--- config.mk ---
export PLATFORM = sky130hd
export DESIGN_NAME = eve_gene_aligner
export DESIGN_NICKNAME = d
export VERILOG_FILES = /design/src/rtl/eve_gene_aligner.sv
export SDC_FILE = /design/constraint.sdc
export NUM_CORES = 1
export LEC_CHECK = 0
export ABC_CLOCK_PERIOD_IN_PS = 20200
export BUFFER_PORTS_ARGS = -buffer_cell sky130_fd_sc_hd__buf_2
export CAP_MARGIN = 20
export CORE_MARGIN = 2
export CORE_UTILIZATION = 35
export CTS_CLUSTER_DIAMETER = 120
export CTS_CLUSTER_SIZE = 30
export DETAILED_ROUTE_END_ITERATION = 8
export HOLD_SLACK_MARGIN = 0.15
export PLACE_DENSITY = 0.57
export SLEW_MARGIN = 10
export SYNTH_ARGS = -nofsm -noshare
export SYNTH_HDL_FRONTEND = slang
export SYNTH_SLANG_ARGS = --single-unit
--- constraint.sdc ---
create_clock -name input_clk -period 20.2 [get_ports input_clk]
set_input_delay 2.02 -clock input_clk [delete_from_list [all_inputs] [get_ports input_clk]]
set_output_delay 2.02 -clock input_clk [all_outputs]
set_load 0.01 [all_outputs]
--- src/rtl/eve_gene_aligner.sv ---
// EvE crossover front-end: merges two key-sorted parent gene streams into aligned,
// classified gene pairs and dispatches them round-robin to NUM_PE lanes.

module eve_gene_aligner_fifo #(
  parameter int W     = 65,
  parameter int DEPTH = 4
) (
  input  logic         clk,
  input  logic         rst,
  input  logic         push,
  input  logic [W-1:0] din,
  input  logic         pop,
  output logic [W-1:0] dout,
  output logic         empty,
  output logic         full
);
  localparam int AW = $clog2(DEPTH);
  localparam int CW = AW + 1;

  logic [W-1:0]  mem [DEPTH];
  logic [AW-1:0] wr_ptr;
  logic [AW-1:0] rd_ptr;
  logic [CW-1:0] count;
  logic          do_push;
  logic          do_pop;

  assign empty   = (count == '0);
  assign full    = (count == CW'(DEPTH));
  assign dout    = mem[rd_ptr];
  assign do_push = push && !full;
  assign do_pop  = pop && !empty;

  // NOTE: the storage array has no reset; the pointers alone decide which entries are live.
  always_ff @(posedge clk) begin
    if (do_push) mem[wr_ptr] <= din;
  end

  // NOTE: state registers use non-blocking assignments so every flop samples pre-edge values.
  always_ff @(posedge clk or posedge rst) begin
    if (rst) begin
      wr_ptr <= '0;
      rd_ptr <= '0;
      count  <= '0;
    end else begin
      if (do_push) wr_ptr <= wr_ptr + AW'(1);
      if (do_pop)  rd_ptr <= rd_ptr + AW'(1);
      count <= count + CW'(do_push) - CW'(do_pop);
    end
  end
endmodule

module eve_gene_aligner #(
  parameter int NUM_PE     = 8,
  parameter int GENE_W     = 64,
  parameter int KEY_LSB    = 40,
  parameter int KEY_W      = 16,
  parameter int FIFO_DEPTH = 4
) (
  input  logic              input_clk,
  input  logic              reset,
  input  logic              start,
  input  logic              a_valid,
  output logic              a_ready,
  input  logic [GENE_W-1:0] a_gene,
  input  logic              a_last,
  input  logic              b_valid,
  output logic              b_ready,
  input  logic [GENE_W-1:0] b_gene,
  input  logic              b_last,
  output logic [NUM_PE-1:0] out_valid,
  input  logic [NUM_PE-1:0] out_ready,
  output logic [GENE_W-1:0] out_gene_a,
  output logic [GENE_W-1:0] out_gene_b,
  output logic [1:0]        out_kind,
  output logic [1:0]        out_src,
  output logic              done,
  output logic              err_order,
  output logic [15:0]       cnt_match,
  output logic [15:0]       cnt_disj,
  output logic [15:0]       cnt_exc
);
  localparam int LANE_W = (NUM_PE > 1) ? $clog2(NUM_PE) : 1;

  localparam logic [2:0] S_IDLE    = 3'd0;
  localparam logic [2:0] S_MERGE   = 3'd1;
  localparam logic [2:0] S_DRAIN_A = 3'd2;
  localparam logic [2:0] S_DRAIN_B = 3'd3;
  localparam logic [2:0] S_DONE    = 3'd4;

  localparam logic [1:0] KIND_MATCH = 2'b01;
  localparam logic [1:0] KIND_DISJ  = 2'b10;
  localparam logic [1:0] KIND_EXC   = 2'b11;

  logic [2:0]        state;
  logic [2:0]        next_state;
  logic [LANE_W-1:0] lane;
  logic              out_full;

  logic [GENE_W:0]   a_head_raw;
  logic [GENE_W:0]   b_head_raw;
  logic              a_empty;
  logic              b_empty;
  logic              a_full;
  logic              b_full;
  logic [GENE_W-1:0] a_head;
  logic [GENE_W-1:0] b_head;
  logic              a_head_last;
  logic              b_head_last;
  logic [KEY_W-1:0]  key_a;
  logic [KEY_W-1:0]  key_b;

  logic              accept;
  logic              slot_free;
  logic              start_go;
  logic              issue;
  logic              pop_a;
  logic              pop_b;
  logic [GENE_W-1:0] iss_a;
  logic [GENE_W-1:0] iss_b;
  logic [1:0]        iss_kind;
  logic [1:0]        iss_src;

  logic [KEY_W-1:0]  a_prev;
  logic [KEY_W-1:0]  b_prev;
  logic              a_seen;
  logic              b_seen;

  eve_gene_aligner_fifo #(.W(GENE_W + 1), .DEPTH(FIFO_DEPTH)) u_fifo_a (
    .clk   (input_clk),
    .rst   (reset),
    .push  (a_valid),
    .din   ({a_last, a_gene}),
    .pop   (pop_a),
    .dout  (a_head_raw),
    .empty (a_empty),
    .full  (a_full)
  );

  eve_gene_aligner_fifo #(.W(GENE_W + 1), .DEPTH(FIFO_DEPTH)) u_fifo_b (
    .clk   (input_clk),
    .rst   (reset),
    .push  (b_valid),
    .din   ({b_last, b_gene}),
    .pop   (pop_b),
    .dout  (b_head_raw),
    .empty (b_empty),
    .full  (b_full)
  );

  assign a_ready     = !a_full;
  assign b_ready     = !b_full;
  assign a_head      = a_head_raw[GENE_W-1:0];
  assign b_head      = b_head_raw[GENE_W-1:0];
  assign a_head_last = a_head_raw[GENE_W];
  assign b_head_last = b_head_raw[GENE_W];
  assign key_a       = a_head[KEY_LSB +: KEY_W];
  assign key_b       = b_head[KEY_LSB +: KEY_W];

  // Only the currently selected lane's ready matters; a pair issues into the slot it frees.
  assign accept    = out_full && out_ready[lane];
  assign slot_free = !out_full || accept;
  assign start_go  = (state == S_IDLE) && start;
  assign done      = (state == S_DONE);

  always_comb begin
    out_valid = '0;
    if (out_full) out_valid[lane] = 1'b1;
  end

  // NOTE: every signal written here gets a default first, so no latch is inferred.
  always_comb begin
    next_state = state;
    issue      = 1'b0;
    pop_a      = 1'b0;
    pop_b      = 1'b0;
    iss_a      = '0;
    iss_b      = '0;
    iss_kind   = '0;
    iss_src    = '0;
    case (state)
      S_IDLE: begin
        if (start) next_state = S_MERGE;
      end
      S_MERGE: begin
        if (!a_empty && !b_empty && slot_free) begin
          issue = 1'b1;
          if (key_a == key_b) begin
            pop_a    = 1'b1;
            pop_b    = 1'b1;
            iss_a    = a_head;
            iss_b    = b_head;
            iss_kind = KIND_MATCH;
            iss_src  = 2'b11;
          end else if (key_a < key_b) begin
            pop_a    = 1'b1;
            iss_a    = a_head;
            iss_kind = KIND_DISJ;
            iss_src  = 2'b01;
          end else begin
            pop_b    = 1'b1;
            iss_b    = b_head;
            iss_kind = KIND_DISJ;
            iss_src  = 2'b10;
          end
          // Whichever parent runs out first leaves the other to drain as excess.
          if (pop_a && a_head_last && pop_b && b_head_last) next_state = S_DONE;
          else if (pop_a && a_head_last)                    next_state = S_DRAIN_B;
          else if (pop_b && b_head_last)                    next_state = S_DRAIN_A;
        end
      end
      S_DRAIN_A: begin
        if (!a_empty && slot_free) begin
          issue    = 1'b1;
          pop_a    = 1'b1;
          iss_a    = a_head;
          iss_kind = KIND_EXC;
          iss_src  = 2'b01;
          if (a_head_last) next_state = S_DONE;
        end
      end
      S_DRAIN_B: begin
        if (!b_empty && slot_free) begin
          issue    = 1'b1;
          pop_b    = 1'b1;
          iss_b    = b_head;
          iss_kind = KIND_EXC;
          iss_src  = 2'b10;
          if (b_head_last) next_state = S_DONE;
        end
      end
      S_DONE:  next_state = S_IDLE;
      default: next_state = S_IDLE;
    endcase
  end

  always_ff @(posedge input_clk or posedge reset) begin
    if (reset) begin
      state      <= S_IDLE;
      lane       <= '0;
      out_full   <= 1'b0;
      out_gene_a <= '0;
      out_gene_b <= '0;
      out_kind   <= '0;
      out_src    <= '0;
      cnt_match  <= '0;
      cnt_disj   <= '0;
      cnt_exc    <= '0;
      err_order  <= 1'b0;
      a_prev     <= '0;
      b_prev     <= '0;
      a_seen     <= 1'b0;
      b_seen     <= 1'b0;
    end else begin
      state <= next_state;

      if (issue) begin
        out_full   <= 1'b1;
        out_gene_a <= iss_a;
        out_gene_b <= iss_b;
        out_kind   <= iss_kind;
        out_src    <= iss_src;
      end else if (accept) begin
        out_full <= 1'b0;
      end

      if (accept) lane <= (lane == LANE_W'(NUM_PE - 1)) ? '0 : lane + LANE_W'(1);

      if (start_go) begin
        cnt_match <= '0;
        cnt_disj  <= '0;
        cnt_exc   <= '0;
        err_order <= 1'b0;
        a_prev    <= '0;
        b_prev    <= '0;
        a_seen    <= 1'b0;
        b_seen    <= 1'b0;
      end else begin
        if (issue) begin
          case (iss_kind)
            KIND_MATCH: if (cnt_match != 16'hFFFF) cnt_match <= cnt_match + 16'd1;
            KIND_DISJ:  if (cnt_disj  != 16'hFFFF) cnt_disj  <= cnt_disj  + 16'd1;
            KIND_EXC:   if (cnt_exc   != 16'hFFFF) cnt_exc   <= cnt_exc   + 16'd1;
            default: ;
          endcase
        end
        // The first pop of a genome has nothing to compare against, hence the seen flags.
        if (pop_a) begin
          if (a_seen && key_a <= a_prev) err_order <= 1'b1;
          a_prev <= key_a;
          a_seen <= 1'b1;
        end
        if (pop_b) begin
          if (b_seen && key_b <= b_prev) err_order <= 1'b1;
          b_prev <= key_b;
          b_seen <= 1'b1;
        end
      end
    end
  end
endmodule
==> results.cfg <==
[routing]
detail_route.first_pass.iterations = 5
vias_per_cell = 4.990
post_drt_wl_per_cell_um = 22.39
drt-total-wl_um = 70840
num_vias = 15790
drt-initial-drc-count = 885
drcViolationCount = 0
ant_nets = 0

[sta]
drv_slew = 0
finalCriticalPeriod_ns = 5.556
worst_pin_slew_ns = 1.100
relSlewSlack = 0.2667
hold_violations = 0
skew_ns = 0.05351
finalCritPeriodShare = 0.2750
rsz0062_at_grt = false
fmax_ghz = 0.1800
fin_tns_setup_ns = 0
finalSetupViolations = 0

[layout]
fin_nets = 2207
fillerInstances = 7573
area_growth_pct = 13.97
drive_above_1_share = 0.2814
final_area_um2 = 33760

[clocking]
cts_tree = done
clk_path_buf_depth = 3
clkSinkCount = 756
root_buffer = clkbuf_16
clkTransAtPathRegs_ns = 0.12
cts_setup_buffers = 0
hold_buffers = 0
numCtsBuffers = 34
cts-resized-gates = 0
worst_skew_pair.late_latency_ns = 0.62
cts_max_level = 2

[pwr]
ir_drop_uv = 104.5
cellLeakagePower_nw = 13.07
power_density_nw_per_um2 = 148.0

[synth]
synth_edf_count = 520
synth_nets = 1889
syn_area_um2 = 29630
synth_seq_cells = 756
synth_flop_cell = edfxtp_1
synth_top_area_share = 0.5271
yosysWarnings = 0
yosysMostFrequentCell = edfxtp_1
postSynthAreaPerCell_um2 = 17.64
ys_types = 56
netlist_instances = 1679
synth-async-reset-ratio = 0.3122
synth-seq-area-share = 0.7264
yosys.area.top_type = edfxtp_1
synthTopCellsByArea = edfxtp_1 53%, dfrtp_1 20%, mux4_2 10%, a22o_1 3.4%, ha_1 2.7%
ys_top_cells_by_count = 520 x edfxtp_1, 236 x dfrtp_1, 132 x mux4_2, 114 x a22o_1

[grt]
grt-ovfl-total = 0
grt_pass1_wl_um = 105300
groute.usage.overall = 0.1614
grt_pass1_vias = 16320
grt_max_degree = 77
antenna_found_initial = 29

[worst_hold_path]
worstHoldEndpoint = out_gene_a[50]$_DFFE_PP0P_
holdCritPathClass = reg2reg
holdCritStartpoint = out_gene_a[50]$_DFFE_PP0P_
min_delay_path_depth = 2

[setup_path]
reg2reg_from = u_fifo_b.rd_ptr[1]$_DFFE_PP0P_
reg2reg_to = u_fifo_a.count[2]$_DFF_PP0_
endpoint_kind = flop
crit_arrival_ns = 6.05
crit_type = reg2reg
reg2reg_slack_ns = 14.64
cp.required_ns = 20.69
r2r.worst_path.cells = 15
startpoint_type = flop
path_max_fanout = 40

[place]
gp_congestion = 0.7831
place_area_um2 = 32640
place.port_buffers = 334
dp_hpwl_um = 44570

[floorplanning]
rows = 106
fp.dieW_um = 294.9
die_area_um2 = 86990
coreArea_um2 = 83690
start_util = 0.3540
dieHeight_um = 294.9
io_pins = 335

[run_status]
status = finished clean

[job]
maxCapViolations = 0
-- layer usage --
layer / track usage / vias to the layer above / part of all wire
met1: 0.2064 / 8241 / 0.41
met5: 0 / - / 0.0019
met3: 0.03353 / 100 / 0.052
met2: 0.2764 / 326 / 0.51
met4: 0.04890 / 20 / 0.023
li1: - / 7100 / -
-- cells in the final DEF, fill, tap and decap left out, types with 8 or more instances in the layout --
| cell type | synthesis | final |
|---|---|---|
| a21o_1 | 8 | 8 |
| a21oi_1 | 31 | 31 |
| a22o_1 | 114 | 113 |
| and3_1 | 16 | 8 |
| buf_2 | 16 | 335 |
| buf_4 | 1 | 19 |
| clkbuf_1 | 44 | 17 |
| clkbuf_16 | 0 | 35 |
| dfrtp_1 | 236 | 232 |
| diode_2 | 0 | 8 |
| edfxtp_1 | 520 | 520 |
| ha_1 | 65 | 65 |
| inv_1 | 70 | 69 |
| mux2i_1 | 19 | 19 |
| mux4_2 | 132 | 132 |
| nand2_1 | 92 | 92 |
| nand3_1 | 24 | 24 |
| nand4_1 | 17 | 17 |
| nor2_1 | 92 | 92 |
| nor3_1 | 12 | 12 |
| o21ai_0 | 25 | 25 |
| o21ai_2 | 10 | 10 |
| or3_1 | 9 | 8 |
| xnor2_1 | 22 | 22 |
| xor2_1 | 28 | 28 |
-- worst max-delay path: stages (launching register included) --
cell and delay, ns:
dfrtp_2 0.88, buf_4 0.67, mux4_2 0.39, inv_1 0.06
ha_1 0.31, nand4_1 0.26, or4_1 0.70, o41ai_1 0.32
a22o_2 0.56, ha_1 0.32, inv_1 0.06, ha_1 0.13
inv_1 0.05, fa_1 0.41, xnor2_1 0.18, xnor2_1 0.14
-- flip-flops by register name, indices dropped and copies added (netlist names) --
register	cells
b_seen	1
err_order	1
u_fifo_b.wr_ptr	2
u_fifo_b.rd_ptr	2
u_fifo_b.mem	260
cnt_exc	16
state	3
u_fifo_a.mem	260
cnt_disj	16
cnt_match	16
u_fifo_b.count	3
u_fifo_a.rd_ptr	2
u_fifo_a.count	3
a_prev	16
out_gene_a	64
out_full	1
out_src	2
out_kind	2
u_fifo_a.wr_ptr	2
out_gene_b	64
lane	3
a_seen	1
b_prev	16
-- where the power goes --
| group | switching [mW] | leakage [nW] | total, mW | internal, mW |
|---|---|---|---|---|
| Sequential | 0.187 | 7.85 | 2.24 | 2.06 |
| Clock | 0.512 | 0.525 | 0.859 | 0.347 |
| Combinational | 1.10 | 4.70 | 1.89 | 0.789 |
-- area by class of cell --
| class | instances | area [µm²] | share of cell area |
|---|---|---|---|
| Antenna cell | 8 | 20.02 | 0.0005929 |
| Multi-Input combinational cell | 778 | 7541 | 0.2233 |
| Inverter | 70 | 270.3 | 0.008004 |
| Clock buffer | 52 | 939.7 | 0.02783 |
| Clock inverter | 9 | 163.9 | 0.004855 |
| Tap cell | 1134 | 1419 | 0.04202 |
| Sequential cell | 756 | 21530 | 0.6377 |
| Timing Repair Buffer | 357 | 1879 | 0.05566 |
-- cells by family after synthesis --
logic type | share of synthesized area
xor+xnor | 0.01478
buf+inv | 0.02069
mux | 0.1079
simple gates | 0.04663
flops | 0.7264
fa+ha+maj | 0.02880
compound gates | 0.05478
-- per-stage QoR --
stage	hold WS [ns]	total power [mW]	utilization	std cells	setup WS, ns
finish	0.4866	4.995	0.4034	3164	14.64
global route	0.5108	5.310	0.4034	3163	14.37
CTS	0.4903	5.084	0.4031	3155	14.62
detailed placement	0.4584	4.220	0.3900	3094	14.69
global placement	0.4588	4.151	0.3892	3091	14.69
floorplan	0.4677	3.573	-	1679	11.71
-- how the worst max path moves through the flow --
stage,startpoint,endpoint,slack [ns],cells past startpoint
floorplan,reset,a_prev[0]$_DFFE_PP0P_,11.71,1
global placement,u_fifo_b.rd_ptr[1]$_DFFE_PP0P_,err_order$_DFF_PP0_,14.69,12
CTS,u_fifo_b.rd_ptr[1]$_DFFE_PP0P_,u_fifo_a.count[2]$_DFF_PP0_,14.62,15
finish,u_fifo_b.rd_ptr[1]$_DFFE_PP0P_,u_fifo_a.count[2]$_DFF_PP0_,14.64,15
detailed placement,u_fifo_b.rd_ptr[1]$_DFFE_PP0P_,u_fifo_a.count[2]$_DFF_PP0_,14.69,15
global route,u_fifo_b.rd_ptr[1]$_DFFE_PP0P_,u_fifo_a.count[2]$_DFF_PP0_,14.37,15
Note: power is estimated with default switching activity, not from simulation.
